[src/rtl/mold_arb_pkg.sv]
// rtl/mold_arb_pkg.sv - shared types and constants for the MoldUDP64 A/B feed arbiter.
package mold_arb_pkg;

  localparam logic [15:0] MOLD_HEARTBEAT_CNT = 16'h0000;
  localparam logic [15:0] MOLD_EOS_CNT       = 16'hFFFF;

  typedef enum logic {LANE_A, LANE_B} laneType;

  typedef enum logic [1:0] {IDLE, FWD_A, FWD_B} arbStateType;

  typedef enum logic [2:0] {CLS_CTRL, CLS_DUP, CLS_GAP, CLS_OK, CLS_BUSY} frameClassType;

  function automatic logic is_accept(input frameClassType cls);
    return (cls == CLS_OK) || (cls == CLS_GAP);
  endfunction

endpackage

[src/rtl/mold_lane_eval.sv]
// rtl/mold_lane_eval.sv - classifies one lane's start-of-frame against the expected sequence.
module mold_lane_eval
  import mold_arb_pkg::*;
#(
  parameter int SEQ_W = 64
) (
  input  logic [SEQ_W-1:0] seq_i,
  input  logic [15:0]      msg_cnt_i,
  input  logic [SEQ_W-1:0] exp_seq_i,
  input  logic             synced_i,
  input  logic             busy_i,
  output frameClassType    cls_o,
  output logic [SEQ_W-1:0] end_o
);

  assign end_o = seq_i + {{(SEQ_W-16){1'b0}}, msg_cnt_i};

  always_comb begin
    cls_o = CLS_OK;
    if (msg_cnt_i == MOLD_HEARTBEAT_CNT || msg_cnt_i == MOLD_EOS_CNT) begin
      cls_o = CLS_CTRL;
    end else if (busy_i) begin
      cls_o = (end_o <= exp_seq_i) ? CLS_DUP : CLS_BUSY;
    end else if (!synced_i) begin
      cls_o = CLS_OK;
    end else if (end_o <= exp_seq_i) begin
      cls_o = CLS_DUP;
    end else if (seq_i > exp_seq_i) begin
      cls_o = CLS_GAP;
    end
  end

endmodule

[src/rtl/mold_feed_arbiter.sv]
// rtl/mold_feed_arbiter.sv - forwards the first copy of each MoldUDP64 range from the A/B feeds.
module mold_feed_arbiter
  import mold_arb_pkg::*;
#(
  parameter int SEQ_W = 64,
  parameter int CNT_W = 32
) (
  input  logic             clkIn,
  input  logic             rstNIn,
  input  logic [1:0]       laneEnIn,
  input  logic [7:0]       aDataIn,
  input  logic             aDataValidIn,
  input  logic             aSofIn,
  input  logic [SEQ_W-1:0] aSeqNumIn,
  input  logic [15:0]      aMsgCntIn,
  input  logic [7:0]       bDataIn,
  input  logic             bDataValidIn,
  input  logic             bSofIn,
  input  logic [SEQ_W-1:0] bSeqNumIn,
  input  logic [15:0]      bMsgCntIn,
  output logic [7:0]       itchDataOut,
  output logic             itchDataValidOut,
  output logic             itchSofOut,
  output logic             srcLaneOut,
  output logic [SEQ_W-1:0] expSeqNumOut,
  output logic             syncedOut,
  output logic             gapOut,
  output logic [CNT_W-1:0] gapCntOut,
  output logic [CNT_W-1:0] dupCntOut,
  output logic [CNT_W-1:0] busyDropCntOut
);

  arbStateType      state_q, state_d;
  logic [SEQ_W-1:0] exp_q, exp_mid, a_end, b_end;
  logic             synced_q, synced_mid;
  logic [7:0]       data_q;
  logic             valid_q, sof_q, src_q, gap_q;
  logic [CNT_W-1:0] gap_cnt_q, dup_cnt_q, busy_cnt_q;
  frameClassType    a_cls, b_cls;
  logic             a_sof, b_sof, a_cont, b_cont, a_acc, b_acc, fwd_a, fwd_b, gap_ev;
  logic [1:0]       dup_inc, busy_inc;

  function automatic logic [CNT_W-1:0] sat_add(input logic [CNT_W-1:0] c, input logic [1:0] inc);
    logic [CNT_W:0] s;
    s = {1'b0, c} + {{(CNT_W-1){1'b0}}, inc};
    return s[CNT_W] ? {CNT_W{1'b1}} : s[CNT_W-1:0];
  endfunction

  assign a_sof = laneEnIn[0] & aSofIn & aDataValidIn;
  assign b_sof = laneEnIn[1] & bSofIn & bDataValidIn;

  // A lane keeps ownership only while its frame continues; a raw SOF ends the old frame.
  assign a_cont = (state_q == FWD_A) & aDataValidIn & ~aSofIn;
  assign b_cont = (state_q == FWD_B) & bDataValidIn & ~bSofIn;

  mold_lane_eval #(.SEQ_W(SEQ_W)) u_eval_a (
    .seq_i    (aSeqNumIn),
    .msg_cnt_i(aMsgCntIn),
    .exp_seq_i(exp_q),
    .synced_i (synced_q),
    .busy_i   (b_cont),
    .cls_o    (a_cls),
    .end_o    (a_end)
  );

  assign a_acc      = a_sof & is_accept(a_cls);
  assign exp_mid    = a_acc ? a_end : exp_q;
  assign synced_mid = synced_q | a_acc;

  // B sees A's decision from this same cycle, so a simultaneous copy lands as a duplicate.
  mold_lane_eval #(.SEQ_W(SEQ_W)) u_eval_b (
    .seq_i    (bSeqNumIn),
    .msg_cnt_i(bMsgCntIn),
    .exp_seq_i(exp_mid),
    .synced_i (synced_mid),
    .busy_i   (a_cont | a_acc),
    .cls_o    (b_cls),
    .end_o    (b_end)
  );

  assign b_acc    = b_sof & is_accept(b_cls);
  assign fwd_a    = a_acc | a_cont;
  assign fwd_b    = b_acc | b_cont;
  assign gap_ev   = (a_acc & (a_cls == CLS_GAP)) | (b_acc & (b_cls == CLS_GAP));
  assign dup_inc  = {1'b0, a_sof & (a_cls == CLS_DUP)} + {1'b0, b_sof & (b_cls == CLS_DUP)};
  assign busy_inc = {1'b0, a_sof & (a_cls == CLS_BUSY)} + {1'b0, b_sof & (b_cls == CLS_BUSY)};

  always_comb begin
    state_d = IDLE;
    if (a_acc)       state_d = FWD_A;
    else if (b_acc)  state_d = FWD_B;
    else if (a_cont) state_d = FWD_A;
    else if (b_cont) state_d = FWD_B;
  end

  always_ff @(posedge clkIn or negedge rstNIn) begin
    if (!rstNIn) begin
      state_q    <= IDLE;
      exp_q      <= '0;
      synced_q   <= 1'b0;
      data_q     <= '0;
      valid_q    <= 1'b0;
      sof_q      <= 1'b0;
      src_q      <= 1'b0;
      gap_q      <= 1'b0;
      gap_cnt_q  <= '0;
      dup_cnt_q  <= '0;
      busy_cnt_q <= '0;
    end else begin
      state_q    <= state_d;
      exp_q      <= b_acc ? b_end : exp_mid;
      synced_q   <= synced_mid | b_acc;
      valid_q    <= fwd_a | fwd_b;
      data_q     <= fwd_a ? aDataIn : (fwd_b ? bDataIn : 8'h00);
      sof_q      <= a_acc | b_acc;
      src_q      <= fwd_b;
      gap_q      <= gap_ev;
      gap_cnt_q  <= sat_add(gap_cnt_q, {1'b0, gap_ev});
      dup_cnt_q  <= sat_add(dup_cnt_q, dup_inc);
      busy_cnt_q <= sat_add(busy_cnt_q, busy_inc);
    end
  end

  assign itchDataOut      = data_q;
  assign itchDataValidOut = valid_q;
  assign itchSofOut       = sof_q;
  assign srcLaneOut       = src_q;
  assign expSeqNumOut     = exp_q;
  assign syncedOut        = synced_q;
  assign gapOut           = gap_q;
  assign gapCntOut        = gap_cnt_q;
  assign dupCntOut        = dup_cnt_q;
  assign busyDropCntOut   = busy_cnt_q;

endmodule

[config.mk]
export PLATFORM = sky130hd
export DESIGN_NAME = mold_feed_arbiter
export DESIGN_NICKNAME = d
export VERILOG_FILES = /design/src/rtl/mold_arb_pkg.sv /design/src/rtl/mold_lane_eval.sv /design/src/rtl/mold_feed_arbiter.sv
export SDC_FILE = /design/constraint.sdc
export NUM_CORES = 1
export LEC_CHECK = 0
export BUFFER_PORTS_ARGS = -buffer_cell sky130_fd_sc_hd__buf_2
export CAP_MARGIN = 30
export CORE_ASPECT_RATIO = 0.5
export CORE_MARGIN = 3
export CORE_UTILIZATION = 35
export DETAILED_ROUTE_END_ITERATION = 7
export PLACE_DENSITY_LB_ADDON = 0.1
export SETUP_SLACK_MARGIN = 0.05
export SLEW_MARGIN = 20
export SYNTH_ARGS = -nofsm -noshare
export SYNTH_HDL_FRONTEND = slang
export SYNTH_SLANG_ARGS = --single-unit
[constraint.sdc]
create_clock -name clkIn -period 9.2 [get_ports clkIn]
set_input_delay 1.84 -clock clkIn [delete_from_list [all_inputs] [get_ports clkIn]]
set_output_delay 1.84 -clock clkIn [all_outputs]
set_load 0.01 [all_outputs]
==> flow_metrics.tcl <==
set metrics [dict create \
    status "finished with violations" \
    violations "setup timing" \
    cts_made_buffers 17 \
    placed_cells 3484 \
    cts_sinks 175 \
    n_fill_cell 4784 \
    multi_input_area_um2 14600 \
    grt_pass1_vias 18800 \
    wl_met3_um 2270 \
    routed_via_density 5.15 \
    crit_required_ps 9600 \
    synthFlopType "dfrtp_1" \
    ys_seq_area_frac 0.243 \
    antenna_found_initial 12 \
    crit_type "in -> reg" \
    wl_met2_um 34000 \
    cp_top_family "simple AND/OR/NAND/NOR gates" \
    timing.setup.tns_ps -30930 \
    hold_ws_ps 546 \
    dpl.hpwl_um 54100 \
    critPathLaunchType "input port" \
    yosysWarnings 0 \
    cts_tree "built" \
    die_area_um2 54500 \
    start_util 0.357 \
    worstPathMaxFanout 8 \
    reg2reg_slack_ps 2370 \
    post_drt_wl_per_cell_um 18.8 \
    postSynthNetCount 2548 \
    powerDensity_nw_per_um2 197 \
    rr_endpoint "busyDropCntOut[1]$_DFF_PN0_" \
    ctsLongestPathBuffers 2 \
    portBuffers 356 \
    fin_skew_ps 16.5 \
    crit_buf_inv 11 \
    max_slew_margin 0.375 \
    core_area_um2 50600 \
    num-nets-final 3384 \
    rsz0062_at_grt "true" \
    combPwrFrac 0.631 \
    clk_pin_slew_ps 90 \
    period_share 1.05 \
    setup_viol 96 \
    power_switching_mw 2.37 \
    placed_cell_area_um2 23900 \
    cap_violations 0 \
    boundaryPins 357 \
    crit_slowest_cell "or4_4" \
    path_depth 44 \
    post-synth-top-area-cell "dfrtp_1" \
    dp_slack_ps -1570 \
    finish.utilization 0.537 \
    insertion_delay_ps 470 \
    crit_start "aSeqNumIn[0]" \
    synth-edff-count 0 \
    synth_area_um2 18000 \
    yosysUniqueCellTypes 80 \
    ys_top_cells_by_area "dfrtp_1 (24%), ha_1 (20%), mux2i_1 (7.1%)" \
    synth.avg_cell_area_um2 8.72 \
    p_clk_frac 0.150 \
    cp-endpoint "busyDropCntOut[1]$_DFF_PN0_" \
    grt_max_degree 68 \
    timing.rr.start "expSeqNumOut[9]$_DFF_PN0_" \
    synth.top_cell.area_share 0.243 \
    timing.fmax_mhz 104 \
    overflow 0 \
    drt_wl_total_um 68100 \
    dr.pass1.iters 5 \
    hold_buffers 0 \
    initialDrtViolationCount 875 \
    layout_min_cycle_time_ps 9650 \
    grt_pass1_wl_um 105000 \
    total_power_mw 5.36 \
    worst_pin_slew_ps 929 \
    route.detailed.drc 0 \
    slowest_delay_ps 570 \
    root_buffer "clkbuf_16" \
    vdd_ir_drop_max_mv 0.108 \
    synth_seq_cells 175 \
    drive_gt1_frac 0.401 \
    hold_viol_final 0 \
    wl_met1_um 30400 \
    critPathArrivalTime_ps 10050 \
    grtUsageTotal 0.245 \
    highest_layer "met5" \
    p_int_mw 2.99 \
    register_area_um2 4380 \
    cts_max_level 4 \
    swShare 0.442 \
    antenna_left 0 \
    rows 58 \
    layout.cells.non_filler 3617 \
    seqPwrFrac 0.220 \
    vias 18600 \
    reg2reg_depth 31 \
    setup_ws_ps -450 \
    area_growth_pct 50.5 \
    syn_inst 2068 \
    setup.worst_path.end_class "flip-flop" \
    gp_congestion 0.942 \
    die_h_um 167 \
    stdcell_area_um2 27200 \
    maxSlewViolCount 0 \
    die_x_um 327 \
    async_reset_ff_frac 1.00 \
    p_leak_nw 14.1 \
    hold_class "reg -> reg" \
]
## synthesized netlist by cell type, types with 12 or more instances
library cell,n
nor3_1,34
a21o_1,65
xor2_1,102
o21ai_0,66
mux2i_1,128
nor4_1,28
a211oi_1,12
nor2b_1,15
ha_1,292
nand3_1,80
clkbuf_1,17
nand4_1,101
o211ai_1,12
and2_1,12
nor2_1,82
dfrtp_1,175
and4_1,16
a21oi_1,135
nand2_1,204
a31oi_1,12
inv_1,168
and3_1,49
xnor2_1,85
## timing repair
action	in CTS	in global routing
setup buffers	51	32
setup endpoints to repair	96	96
pin swaps	90	61
endpoints found under the hold margin	0	0
cloned	11	0
resized for setup	242	114
## cell families after synthesis
logic type	after synthesis	share of synthesized area
muxes	136	0.0760
AOI/OAI and AO/OA	390	0.139
and+or+nand+nor	675	0.196
buffers and inverters	209	0.0490
adders and majority gates	296	0.207
DFF	175	0.243
xor gates and xnor gates	187	0.0908
## worst min path at each step
stage / start / endpoint / slack, ps / cells after the start
3_5_place_dp: busyDropCntOut[26]$_DFF_PN0_ / busyDropCntOut[26]$_DFF_PN0_ / 510 / 2
6_report: gapCntOut[14]$_DFF_PN0_ / gapCntOut[14]$_DFF_PN0_ / 550 / 2
3_3_place_gp: busyDropCntOut[26]$_DFF_PN0_ / busyDropCntOut[26]$_DFF_PN0_ / 510 / 2
4_1_cts: busyDropCntOut[26]$_DFF_PN0_ / busyDropCntOut[26]$_DFF_PN0_ / 530 / 2
2_1_floorplan: gapCntOut[28]$_DFF_PN0_ / gapCntOut[28]$_DFF_PN0_ / 540 / 1
5_1_grt: gapCntOut[14]$_DFF_PN0_ / gapCntOut[14]$_DFF_PN0_ / 580 / 2
## registers in the layout (all words and copies together), names as in the netlist
name and flops:
itchDataValidOut 1, busyDropCntOut 32, expSeqNumOut 64, itchDataOut 8, gapOut 1, dupCntOut 32, syncedOut 1, itchSofOut 1
srcLaneOut 1, gapCntOut 32, state_q 2
## tightest hold or removal path, cell delays in order (launching register included)
cell and delay [ps]:
dfrtp_1 380, xor2_1 90, nand2_2 60
## layout by cell type (no fill, tap or decap), types with 9 or more instances in the layout
cell       netlist  layout
nor2b_1         15      14
buf_2           10     353
a21oi_2          0      11
o21ai_0         66      52
nand2_2          0      54
a21o_1          65      65
nor4_1          28      18
buf_6           11      23
mux2i_4          0      24
mux2i_2          0      14
o211ai_1        12      12
and2_1          12      11
nand2_4          0      15
o21ai_1          5       9
xor2_1         102     100
nand3_1         80      73
buf_4            1     443
mux2i_1        128      90
o21ai_2          0       9
nand4_1        101     101
clkbuf_16        0      17
nor4_4           0       9
and3_1          49      41
ha_4             0      18
a21oi_1        135     122
and4_1          16      14
a31oi_1         12      10
nand2b_1        11       9
ha_1           292     272
diode_2          0      10
dfrtp_1        175     175
xnor2_1         85      83
o21a_1          11      10
nand2_1        204     135
buf_12           0      22
nor2_1          82      73
nor3_1          34      26
inv_1          168     166
## layer usage
metal  track usage  up-vias
met5             0        -
met4        0.0619        2
met3        0.0268       56
met2         0.439      339
met1         0.316     8985
li1              -     9250
## final cells by class
cell class	count	area share
diodes	10	0.000922
clock buffers	17	0.0157
clock inverters	15	0.00737
inverters	169	0.0234
multi-input cells	1687	0.536
flip-flops and latches	175	0.161
well taps	690	0.0318
repair buffers	854	0.224
## power groups by stage
stage          registers [mW]  clock network (mW)  logic [mW]
3_3_place_gp             1.16                   0        2.94
3_5_place_dp             1.16                   0        2.97
2_1_floorplan            1.16                   0        1.60
6_report                 1.18               0.803        3.38
5_1_grt                  1.20               0.851        3.77
4_1_cts                  1.18               0.820        3.25
(Power assumes the default switching activity.)
